<file path="src/rtl/mmio_bridge.sv">
// Memory-mapped I/O bridge: decodes the region tag of a CPU access, runs a
// req/ack handshake with one slave, bounds it with a timeout and logs faults.
module mmio_bridge #(
    parameter int NSLV    = 8,
    parameter int AW      = 32,
    parameter int DW      = 32,
    parameter int SEL_LO  = 20,
    parameter logic [NSLV*(AW-SEL_LO)-1:0] TAGS = '0,
    parameter int TIMEOUT = 255
) (
    input  logic               clock,
    input  logic               reset_n,
    input  logic               m_req,
    input  logic               m_we,
    input  logic [AW-1:0]      m_addr,
    input  logic [DW-1:0]      m_wdata,
    input  logic [DW/8-1:0]    m_wstrb,
    output logic               m_ready,
    output logic [DW-1:0]      m_rdata,
    output logic               m_err,
    output logic [NSLV-1:0]    s_req,
    output logic               s_we,
    output logic [AW-1:0]      s_addr,
    output logic [DW-1:0]      s_wdata,
    output logic [DW/8-1:0]    s_wstrb,
    input  logic [NSLV-1:0]    s_ack,
    input  logic [NSLV*DW-1:0] s_rdata,
    input  logic               err_clr,
    output logic [1:0]         err_code,
    output logic [AW-1:0]      err_addr,
    output logic [15:0]        err_count
);
    localparam int TW = AW - SEL_LO;
    localparam int SW = DW / 8;
    localparam int CW = $clog2(TIMEOUT + 1);

    typedef enum logic [1:0] {IDLE, BUSY, RESP} state_t;

    state_t          state_q, state_d;
    logic [NSLV-1:0] s_req_q, s_req_d;
    logic            s_we_q, s_we_d;
    logic [AW-1:0]   s_addr_q, s_addr_d;
    logic [DW-1:0]   s_wdata_q, s_wdata_d;
    logic [SW-1:0]   s_wstrb_q, s_wstrb_d;
    logic [CW-1:0]   cnt_q, cnt_d, cnt_inc;
    logic            m_ready_q, m_ready_d;
    logic            m_err_q, m_err_d;
    logic [DW-1:0]   m_rdata_q, m_rdata_d;
    logic [1:0]      err_code_q, err_code_d;
    logic [AW-1:0]   err_addr_q, err_addr_d;
    logic [15:0]     err_count_q, err_count_d;

    logic            hit;
    logic [NSLV-1:0] hit_vec;
    logic [DW-1:0]   sel_rdata;
    logic            acked;
    logic            fault;
    logic [1:0]      fault_code;
    logic [AW-1:0]   fault_addr;
    logic [1:0]      code_base;
    logic [AW-1:0]   addr_base;
    logic [15:0]     count_base;

    // Lowest-index matching tag wins when several slots share a tag
    always_comb begin
        hit     = 1'b0;
        hit_vec = '0;
        for (int i = 0; i < NSLV; i++) begin
            if (!hit && m_addr[AW-1:SEL_LO] == TAGS[i*TW +: TW]) begin
                hit        = 1'b1;
                hit_vec[i] = 1'b1;
            end
        end
    end

    always_comb begin
        sel_rdata = '0;
        for (int i = 0; i < NSLV; i++) begin
            if (s_req_q[i]) sel_rdata = s_rdata[i*DW +: DW];
        end
    end

    assign acked   = |(s_ack & s_req_q);
    assign cnt_inc = cnt_q + CW'(1);

    always_comb begin
        state_d    = state_q;
        s_req_d    = s_req_q;
        s_we_d     = s_we_q;
        s_addr_d   = s_addr_q;
        s_wdata_d  = s_wdata_q;
        s_wstrb_d  = s_wstrb_q;
        cnt_d      = cnt_q;
        m_ready_d  = 1'b0;
        m_err_d    = m_err_q;
        m_rdata_d  = m_rdata_q;
        fault      = 1'b0;
        fault_code = 2'd0;
        fault_addr = s_addr_q;
        case (state_q)
            IDLE: begin
                if (m_req) begin
                    s_we_d    = m_we;
                    s_addr_d  = m_addr;
                    s_wdata_d = m_wdata;
                    s_wstrb_d = m_wstrb;
                    if (hit) begin
                        s_req_d = hit_vec;
                        cnt_d   = '0;
                        state_d = BUSY;
                    end else begin
                        m_ready_d  = 1'b1;
                        m_err_d    = 1'b1;
                        m_rdata_d  = '0;
                        fault      = 1'b1;
                        fault_code = m_we ? 2'd2 : 2'd1;
                        fault_addr = m_addr;
                        state_d    = RESP;
                    end
                end
            end
            BUSY: begin
                cnt_d = cnt_inc;
                // An ack arriving on the final allowed cycle still completes normally
                if (acked) begin
                    s_req_d   = '0;
                    m_ready_d = 1'b1;
                    m_err_d   = 1'b0;
                    m_rdata_d = s_we_q ? '0 : sel_rdata;
                    state_d   = RESP;
                end else if (cnt_inc == CW'(TIMEOUT)) begin
                    s_req_d    = '0;
                    m_ready_d  = 1'b1;
                    m_err_d    = 1'b1;
                    m_rdata_d  = '0;
                    fault      = 1'b1;
                    fault_code = 2'd3;
                    state_d    = RESP;
                end
            end
            RESP:    state_d = IDLE;
            default: state_d = IDLE;
        endcase
    end

    // A clear in the same cycle as a new fault leaves only the new fault logged
    always_comb begin
        code_base   = err_clr ? 2'd0  : err_code_q;
        addr_base   = err_clr ? '0    : err_addr_q;
        count_base  = err_clr ? 16'd0 : err_count_q;
        err_code_d  = code_base;
        err_addr_d  = addr_base;
        err_count_d = count_base;
        if (fault) begin
            if (code_base == 2'd0) begin
                err_code_d = fault_code;
                err_addr_d = fault_addr;
            end
            if (count_base != 16'hFFFF) err_count_d = count_base + 16'd1;
        end
    end

    always_ff @(posedge clock or negedge reset_n) begin
        if (!reset_n) begin
            state_q     <= IDLE;
            s_req_q     <= '0;
            s_we_q      <= 1'b0;
            s_addr_q    <= '0;
            s_wdata_q   <= '0;
            s_wstrb_q   <= '0;
            cnt_q       <= '0;
            m_ready_q   <= 1'b0;
            m_err_q     <= 1'b0;
            m_rdata_q   <= '0;
            err_code_q  <= 2'd0;
            err_addr_q  <= '0;
            err_count_q <= 16'd0;
        end else begin
            state_q     <= state_d;
            s_req_q     <= s_req_d;
            s_we_q      <= s_we_d;
            s_addr_q    <= s_addr_d;
            s_wdata_q   <= s_wdata_d;
            s_wstrb_q   <= s_wstrb_d;
            cnt_q       <= cnt_d;
            m_ready_q   <= m_ready_d;
            m_err_q     <= m_err_d;
            m_rdata_q   <= m_rdata_d;
            err_code_q  <= err_code_d;
            err_addr_q  <= err_addr_d;
            err_count_q <= err_count_d;
        end
    end

    assign m_ready   = m_ready_q;
    assign m_err     = m_err_q;
    assign m_rdata   = m_rdata_q;
    assign s_req     = s_req_q;
    assign s_we      = s_we_q;
    assign s_addr    = s_addr_q;
    assign s_wdata   = s_wdata_q;
    assign s_wstrb   = s_wstrb_q;
    assign err_code  = err_code_q;
    assign err_addr  = err_addr_q;
    assign err_count = err_count_q;
endmodule

</file>
<file path="config.mk">
export PLATFORM = sky130hd
export DESIGN_NAME = mmio_bridge
export DESIGN_NICKNAME = d
export VERILOG_FILES = /design/src/rtl/mmio_bridge.sv
export SDC_FILE = /design/constraint.sdc
export NUM_CORES = 1
export LEC_CHECK = 0
export CAP_MARGIN = 30
export CELL_PAD_IN_SITES_DETAIL_PLACEMENT = 1
export CELL_PAD_IN_SITES_GLOBAL_PLACEMENT = 1
export CORE_AREA = 2 2 195 197
export CTS_CLUSTER_DIAMETER = 100
export CTS_CLUSTER_SIZE = 24
export DETAILED_ROUTE_END_ITERATION = 8
export DIE_AREA = 0 0 197 199
export PLACE_DENSITY = 0.67
export SLEW_MARGIN = 20
export SYNTH_ARGS = -nofsm -noshare
export SYNTH_HDL_FRONTEND = slang
export SYNTH_SLANG_ARGS = --single-unit
export TNS_END_PERCENT = 30
</file>
<file path="constraint.sdc">
create_clock -name clock -period 5.6 [get_ports clock]
set_clock_uncertainty 0.2 [all_clocks]
set_input_delay 0.84 -clock clock [delete_from_list [all_inputs] [get_ports clock]]
set_output_delay 0.84 -clock clock [all_outputs]
set_load 0.05 [all_outputs]
</file>
After elaboration in Yosys (flattened, before gate mapping):

Cells that the tools add are included.

* equality and inequality tests: 7
* add/sub/neg operators: 2
* bitwise logic cells: 1
* multiplexer cells: 72
* reduce and logical (&&, ||, !) cells: 24

Operators by type and width (count)
* $mux W32: 19
* $pmux W32 S2: 1
* $mux W16: 3
* $mux W8: 6
* $pmux W8 S2: 2
* $mux W1: 24
* $mux W2: 12
* $add A16 B1 Y16 const B: 1
* $ne A16 B16 Y1 const B: 1
* $logic_not A12 Y1: 1
* $add A8 B1 Y8 const B: 1
* $and A8 B8 Y8: 1
* $eq A8 B8 Y1 const B: 1
* $pmux W2 S2: 2
* $reduce_and A4 Y1: 2
* $reduce_or A8 Y1: 1
* $logic_and A1 B1 Y1: 7
* $logic_not A1 Y1: 7
* $ne A2 B2 Y1 const B: 3
* $pmux W1 S2: 3
* $logic_not A2 Y1: 2
* $reduce_and A2 Y1: 2
* $ne A3 B3 Y1 const B: 1
* $reduce_and A3 Y1: 1
* 2 further kinds: 2

* input bits: 337
* word-level logic and storage cells: 119
* bits in registers: 171
* output and inout bits: 161

Longest topological paths before layout:

* word-level depth: 28
* depth in mapped cells: 10
* depth with buffers taken out: 7

Least setup slack after synthesis:

Ideal clock, no wire load.

* kind: in2reg
* from: input port err_clr
* to: register err_count_q[13], in the netlist err_count[13]
* required time: 5.275 ns
* data arrival time: 2.398 ns
* stages: 8
* setup slack: 2.878 ns
* path buffers: 2
* cell sequence: clkbuf_1 > nor2b_1 > ha_1 > nand3_1 > nor3_1 > clkbuf_1 > nor4_1 > mux2_2

* longest elaborated chain between the ends: 4

RTL lines
* start, declared: RTL line 28 `input logic err_clr,`
* $mux W16 (*): RTL line 150 `count_base = err_clr ? 16'd0 : err_count_q;`
* $add A16 B1 Y16 / $ne A16 B16 Y1 (equally long branches): RTL line 159 `if (count_base != 16'hFFFF) err_count_d = count_base + 16'd1;`
* $mux W16: RTL line 159
* $mux W16 (*): RTL line 154 `if (fault) begin`
* net err_count_d[13]: RTL line 51 `logic [15:0] err_count_q, err_count_d;`
* end signal, assigned: RTL line 191 `err_count_q <= err_count_d;`
* end, declared: RTL line 51

The timed path passes the listed nets; every way through them passes the cells marked *.
A chain may end at the register's enable or synchronous reset.

Worst setup path in the final report:

* from: input port m_addr[20]
* to: register err_count_q[1], in the netlist err_count[1]

* longest elaborated chain between the ends: 27

RTL lines
* start, declared: RTL line 15 `input logic [AW-1:0] m_addr,`
* $logic_not A12 Y1 (*): RTL line 69 `if (!hit && m_addr[AW-1:SEL_LO] == TAGS[i*TW +: TW]) begin`
* $mux W1: RTL line 69
* $logic_not A1 Y1: RTL line 69
* $logic_and A1 B1 Y1: RTL line 69
* $mux W1: RTL line 69
* $logic_not A1 Y1: RTL line 69
* $logic_and A1 B1 Y1: RTL line 69
* $mux W1: RTL line 69
* (+12 left out)
* $logic_not A1 Y1: RTL line 69
* $logic_and A1 B1 Y1: RTL line 69
* $mux W1 (*): RTL line 69
* $mux W1 (*): RTL line 107 `if (hit) begin`
* $mux W1 (*): RTL line 102 `if (m_req) begin`
* $pmux W1 S2 (*): RTL line 100 `case (state_q)`
* $mux W16 (*): RTL line 154
* net err_count_d[1]: RTL line 51

Marks and branches as above.

==> results.md <==
- After Yosys synthesis, XOR and XNOR cells account for less than 1% of the synthesized area.
- After clock tree synthesis, the repair step resized 0 gates.
- The post-synthesis async set-or-reset flop share is between 90% and 100%.
- The routed layout has 5,395 vias.
- Counting the buffers created by CTS gives 17.
- The required time of the worst setup path is around 5.7 ns.
- After Yosys synthesis, full adders, half adders and majority gates account for 0.541% of the synthesized area.
- The largest stage delay on the critical path is approximately 0.56 ns.
- The sequential cell area is roughly 0.0041 mm^2.
- The root buffer cell chosen for the clock tree is sky130_fd_sc_hd__clkbuf_16.
- Dividing the synthesized area by the synthesized cell count gives roughly 13 um^2.
- The overall global routing resource usage is ~12%.
- Across the VDD grid, the largest voltage drop is roughly 0.21 mV.
- Clock-pin slew was measured on the worst setup and hold paths at about 0.07 ns.
- The portion of the post-synthesis area used by sequential elements is between 50% and 60%.
- Compared with the post-synthesis result, the final layout area differs by 54.5%.
- Once detailed placement completed, the half-perimeter wirelength came to about 15,000 um.
- The distinct cell type count of the synthesized netlist is 49.
- The setup-violating endpoint count in the final report is 0.
- After clock tree synthesis, the flow added hold-fix buffers numbering 0.
- The clock tree synthesis step divided the H-tree into 4 levels.
- The via count of the first global-routing pass is 5,782.
- The floorplan step set the die width to a little under 200 um.
- The detailed router finished its first iteration with 116 violations.
- For the pin with the worst max-slew slack, the measured transition is 0.734 ns.
- The number of pins with negative max-slew slack in the final report came to 0.
- The arrival time at the worst endpoint is about 3.4 ns.
- Post-CTS timing repair inserted 0 buffers for setup.
- The total standard cell area after synthesis is 0.00694 mm^2.
- The number of antenna violations at the first check in global routing is 0.
- No sink is reached through more buffers than the 2 on the longest clock path.
- Setup repair after global routing left no endpoint under its margin.
- Entering global routing, the biggest net connects 94 pins.
- Port buffering added 259 buffers.
- The top cell types in the final layout, fill and taps aside, are sky130_fd_sc_hd__clkdlybuf4s50_1, sky130_fd_sc_hd__dfrtp_1, sky130_fd_sc_hd__mux2_2.
- The dominant combinational cell family by area after synthesis is multiplexers.
- The relative max-transition margin is between 50% and 60%.
- Along the worst path, the maximum fanout reaches 19.
- The final critical path time including I/O delays and setup is ~3.2 ns.
- The hold violation count in the final report is 0.
- The clock drives 164 sinks.
- Once the floorplan was initialized, standard cells occupied a little under a fifth of the core.
- Leaving out fill and tap cells, the most frequent cell in the layout is sky130_fd_sc_hd__clkdlybuf4s50_1.
- The iteration count of the initial detailed-routing pass is 4.
- The area of the placeable core is about 0.037 mm^2.
- Global routing finished with a remaining overflow of 0.
- The post-route netlist has roughly 16% of its cells at a drive strength greater than 1.
- The number of cells produced by synthesis is between 500 and 600.
- The area of the die is roughly 0.039 mm^2.
- Traced cell by cell, the critical path runs through clkdlybuf4s50_1, nor4_1, and3_1, buf_4, nand2b_2, o21a_1, or2_2, mux2_1.
- For this run, the number of Yosys warnings is 0.
- The average vias per placed instance is between 4 and 5.
- The cell count of the worst reg-to-reg path is 6.
- The final worst-path setup slack is approximately 2.4 ns.
- The worst slack at placement is 1.86 ns.
- The number of nets at the end of the flow is 1,127.
- The first global-routing pass estimated approximately 35,000 um of wire.
- The fraction of the cycle the final worst path needs is 58.0%.
- After synthesis the netlist holds a flip-flop and latch count of 164.
- The summed negative setup slack over all endpoints is 0 ns.
- The fill cell total of the finished layout is between 4,000 and 5,000.
- The standard cell with the maximum stage delay on the critical path is sky130_fd_sc_hd__o21a_1.
- In the final routed layout, each cell accounts on average for between 15 and 20 um.
- The total wirelength of the detailed-routed design is between 20,000 and 25,000 um.
- The endpoint class of the critical path is a flop.
- The total number of placement rows is 71.
- 0 antenna diodes ended up in the layout.
- The number of flops mapped to enable cells by yosys is 0.
- The share of the core filled with cells is 28.9%.
- At the end of routability-driven placement, the weighted congestion stood at 0.758.
- Of the total synthesized cell area, the portion taken by AND, OR, NAND and NOR gates is 7.43%.
- For this run, the leading register cell type out of synthesis is sky130_fd_sc_hd__dfrtp_1.
- After synthesis, the share of cell area in mux cells is between 10% and 20%.
- The classification of the worst setup path is in -> reg.
- The residual DRC count is 0.
- Timing would allow up to approximately 310 MHz.
- The vertical die dimension is ~200 um.
- TritonCTS built the clock tree.
- The critical path startpoint category is an input port.
- The standby leakage power is 4.36 nW.
- The total power per unit cell area is approximately 350 mW/mm^2.
- Clock latency on the worst-skew pair, taken at its later pin, is 0.44 ns.
- The multi-input combinational cells in the finished layout cover a total of between 0.002 and 0.003 mm^2.
- The flow ran to the end, and the final reports show no timing, DRC or antenna violations.
- The max-cap check violation count is 0.
- The path class of the tightest hold or removal check is in -> async.
- The detail route stage leaves a number of antenna-violating nets equal to 0.
- The fraction of the mapped netlist area in compound gates is 13.0%.
- For this design the top-level I/O count stands at around 500.
## metrics by stage
stage	area (um^2)	total power [mW]	instances	hold WS, ns
floorplan	6960	2.00	540	0.250
global placement	10100	2.42	1242	0.270
detailed placement	10100	2.43	1242	0.273
CTS	10700	3.80	1274	0.223
global route	10700	3.89	1274	0.236
finish	10700	3.72	1274	0.190
## report_power, final
group,internal (mW),switching [mW]
Clock,0.816,0.511
Sequential,1.30,0.0774
Combinational,0.372,0.643
Total,2.49,1.23
## cell type report
class,count,area share (%)
inverters,4,0.140
clock inverters,12,1.87
well taps,474,5.53
repair buffers,270,25.1
clock buffers,20,4.26
flip-flops and latches,164,38.3
multi-input cells,330,24.8
## critical path: cells and delay by family
family                 cells  cell delay [ns]
AND/OR/NAND/NOR            4             1.00
buffers and inverters      2             0.65
AO/OA/AOI/OAI              1             0.56
multiplexers               1             0.32
## flip-flops by register name (all words and copies together) (netlist names)
register   count
err_count     16
s_wstrb        4
m_ready        1
cnt_q          8
s_addr        32
s_wdata       32
s_req          1
m_err          1
err_code       2
state_q        2
m_rdata       32
err_addr      32
s_we           1
## kinds of logic (layout without fill, tap and decap cells)
group / Yosys count / in the layout
DFF: 164 / 164
AOI/OAI and AO/OA: 121 / 121
muxes: 99 / 99
and+or+nand+nor: 93 / 93
buffers and inverters: 46 / 306
xor gates and xnor gates: 7 / 7
adders and majority gates: 3 / 3
other: 1 / 7
## layer usage
layer | share of wire, % | track usage (%) | vias up | wire length [um]
li1 | - | - | 2444 | -
met1 | 42 | 13.7 | 2778 | 9300
met2 | 49 | 19.0 | 160 | 11000
met3 | 7.7 | 4.97 | 13 | 1720
met4 | 1.3 | 3.51 | 0 | 300
met5 | 0 | 0 | - | 0
## path summary, 6_finish.rpt
check / slack, ns / to / start
min reg2reg: 0.29 / err_addr[12]$_DFF_PN0_ / err_addr[12]$_DFF_PN0_
max: 2.35 / err_count[1]$_DFF_PN0_ / m_addr[20]
max reg2reg: 2.54 / err_count[15]$_DFF_PN0_ / state_q[0]$_DFFE_PN0P_
min in group clock: 0.29 / err_addr[12]$_DFF_PN0_ / err_addr[12]$_DFF_PN0_
max in group asynchronous: 4.01 / s_wdata[10]$_DFFE_PN0P_ / reset_n
min: 0.19 / m_rdata[6]$_DFFE_PN0P_ / reset_n
## synth_stat cells, types with 2 or more instances
cell type / number / area [um^2]
sky130_fd_sc_hd__o21ai_0: 19 / 95.1
sky130_fd_sc_hd__nor3_1: 3 / 15.0
sky130_fd_sc_hd__buf_4: 7 / 52.6
sky130_fd_sc_hd__nand2b_1: 6 / 37.5
sky130_fd_sc_hd__nor2_1: 15 / 56.3
sky130_fd_sc_hd__a22oi_1: 3 / 22.5
sky130_fd_sc_hd__nand2_1: 17 / 63.8
sky130_fd_sc_hd__mux2_2: 72 / 811
sky130_fd_sc_hd__dfrtp_1: 164 / 4100
sky130_fd_sc_hd__a21oi_1: 16 / 80.1
sky130_fd_sc_hd__o31ai_1: 5 / 37.5
sky130_fd_sc_hd__or2_2: 2 / 12.5
sky130_fd_sc_hd__buf_2: 11 / 55.1
sky130_fd_sc_hd__or4_1: 3 / 22.5
sky130_fd_sc_hd__mux2i_1: 26 / 260
sky130_fd_sc_hd__a31oi_1: 2 / 12.5
sky130_fd_sc_hd__nor3b_1: 2 / 15.0
sky130_fd_sc_hd__o21bai_1: 4 / 30.0
sky130_fd_sc_hd__ha_1: 3 / 37.5
sky130_fd_sc_hd__clkbuf_1: 21 / 78.8
sky130_fd_sc_hd__nor4_1: 7 / 43.8
sky130_fd_sc_hd__xnor2_1: 6 / 52.6
sky130_fd_sc_hd__or3_1: 2 / 12.5
sky130_fd_sc_hd__inv_1: 4 / 15.0
sky130_fd_sc_hd__nand3_1: 8 / 40.0
sky130_fd_sc_hd__and3_1: 4 / 25.0
sky130_fd_sc_hd__nor2b_1: 12 / 75.1
sky130_fd_sc_hd__nand4_1: 5 / 31.3
sky130_fd_sc_hd__a22o_1: 33 / 289
sky130_fd_sc_hd__o2bb2ai_1: 32 / 280
sky130_fd_sc_hd__buf_6: 2 / 22.5
(Power assumes the default switching activity.)
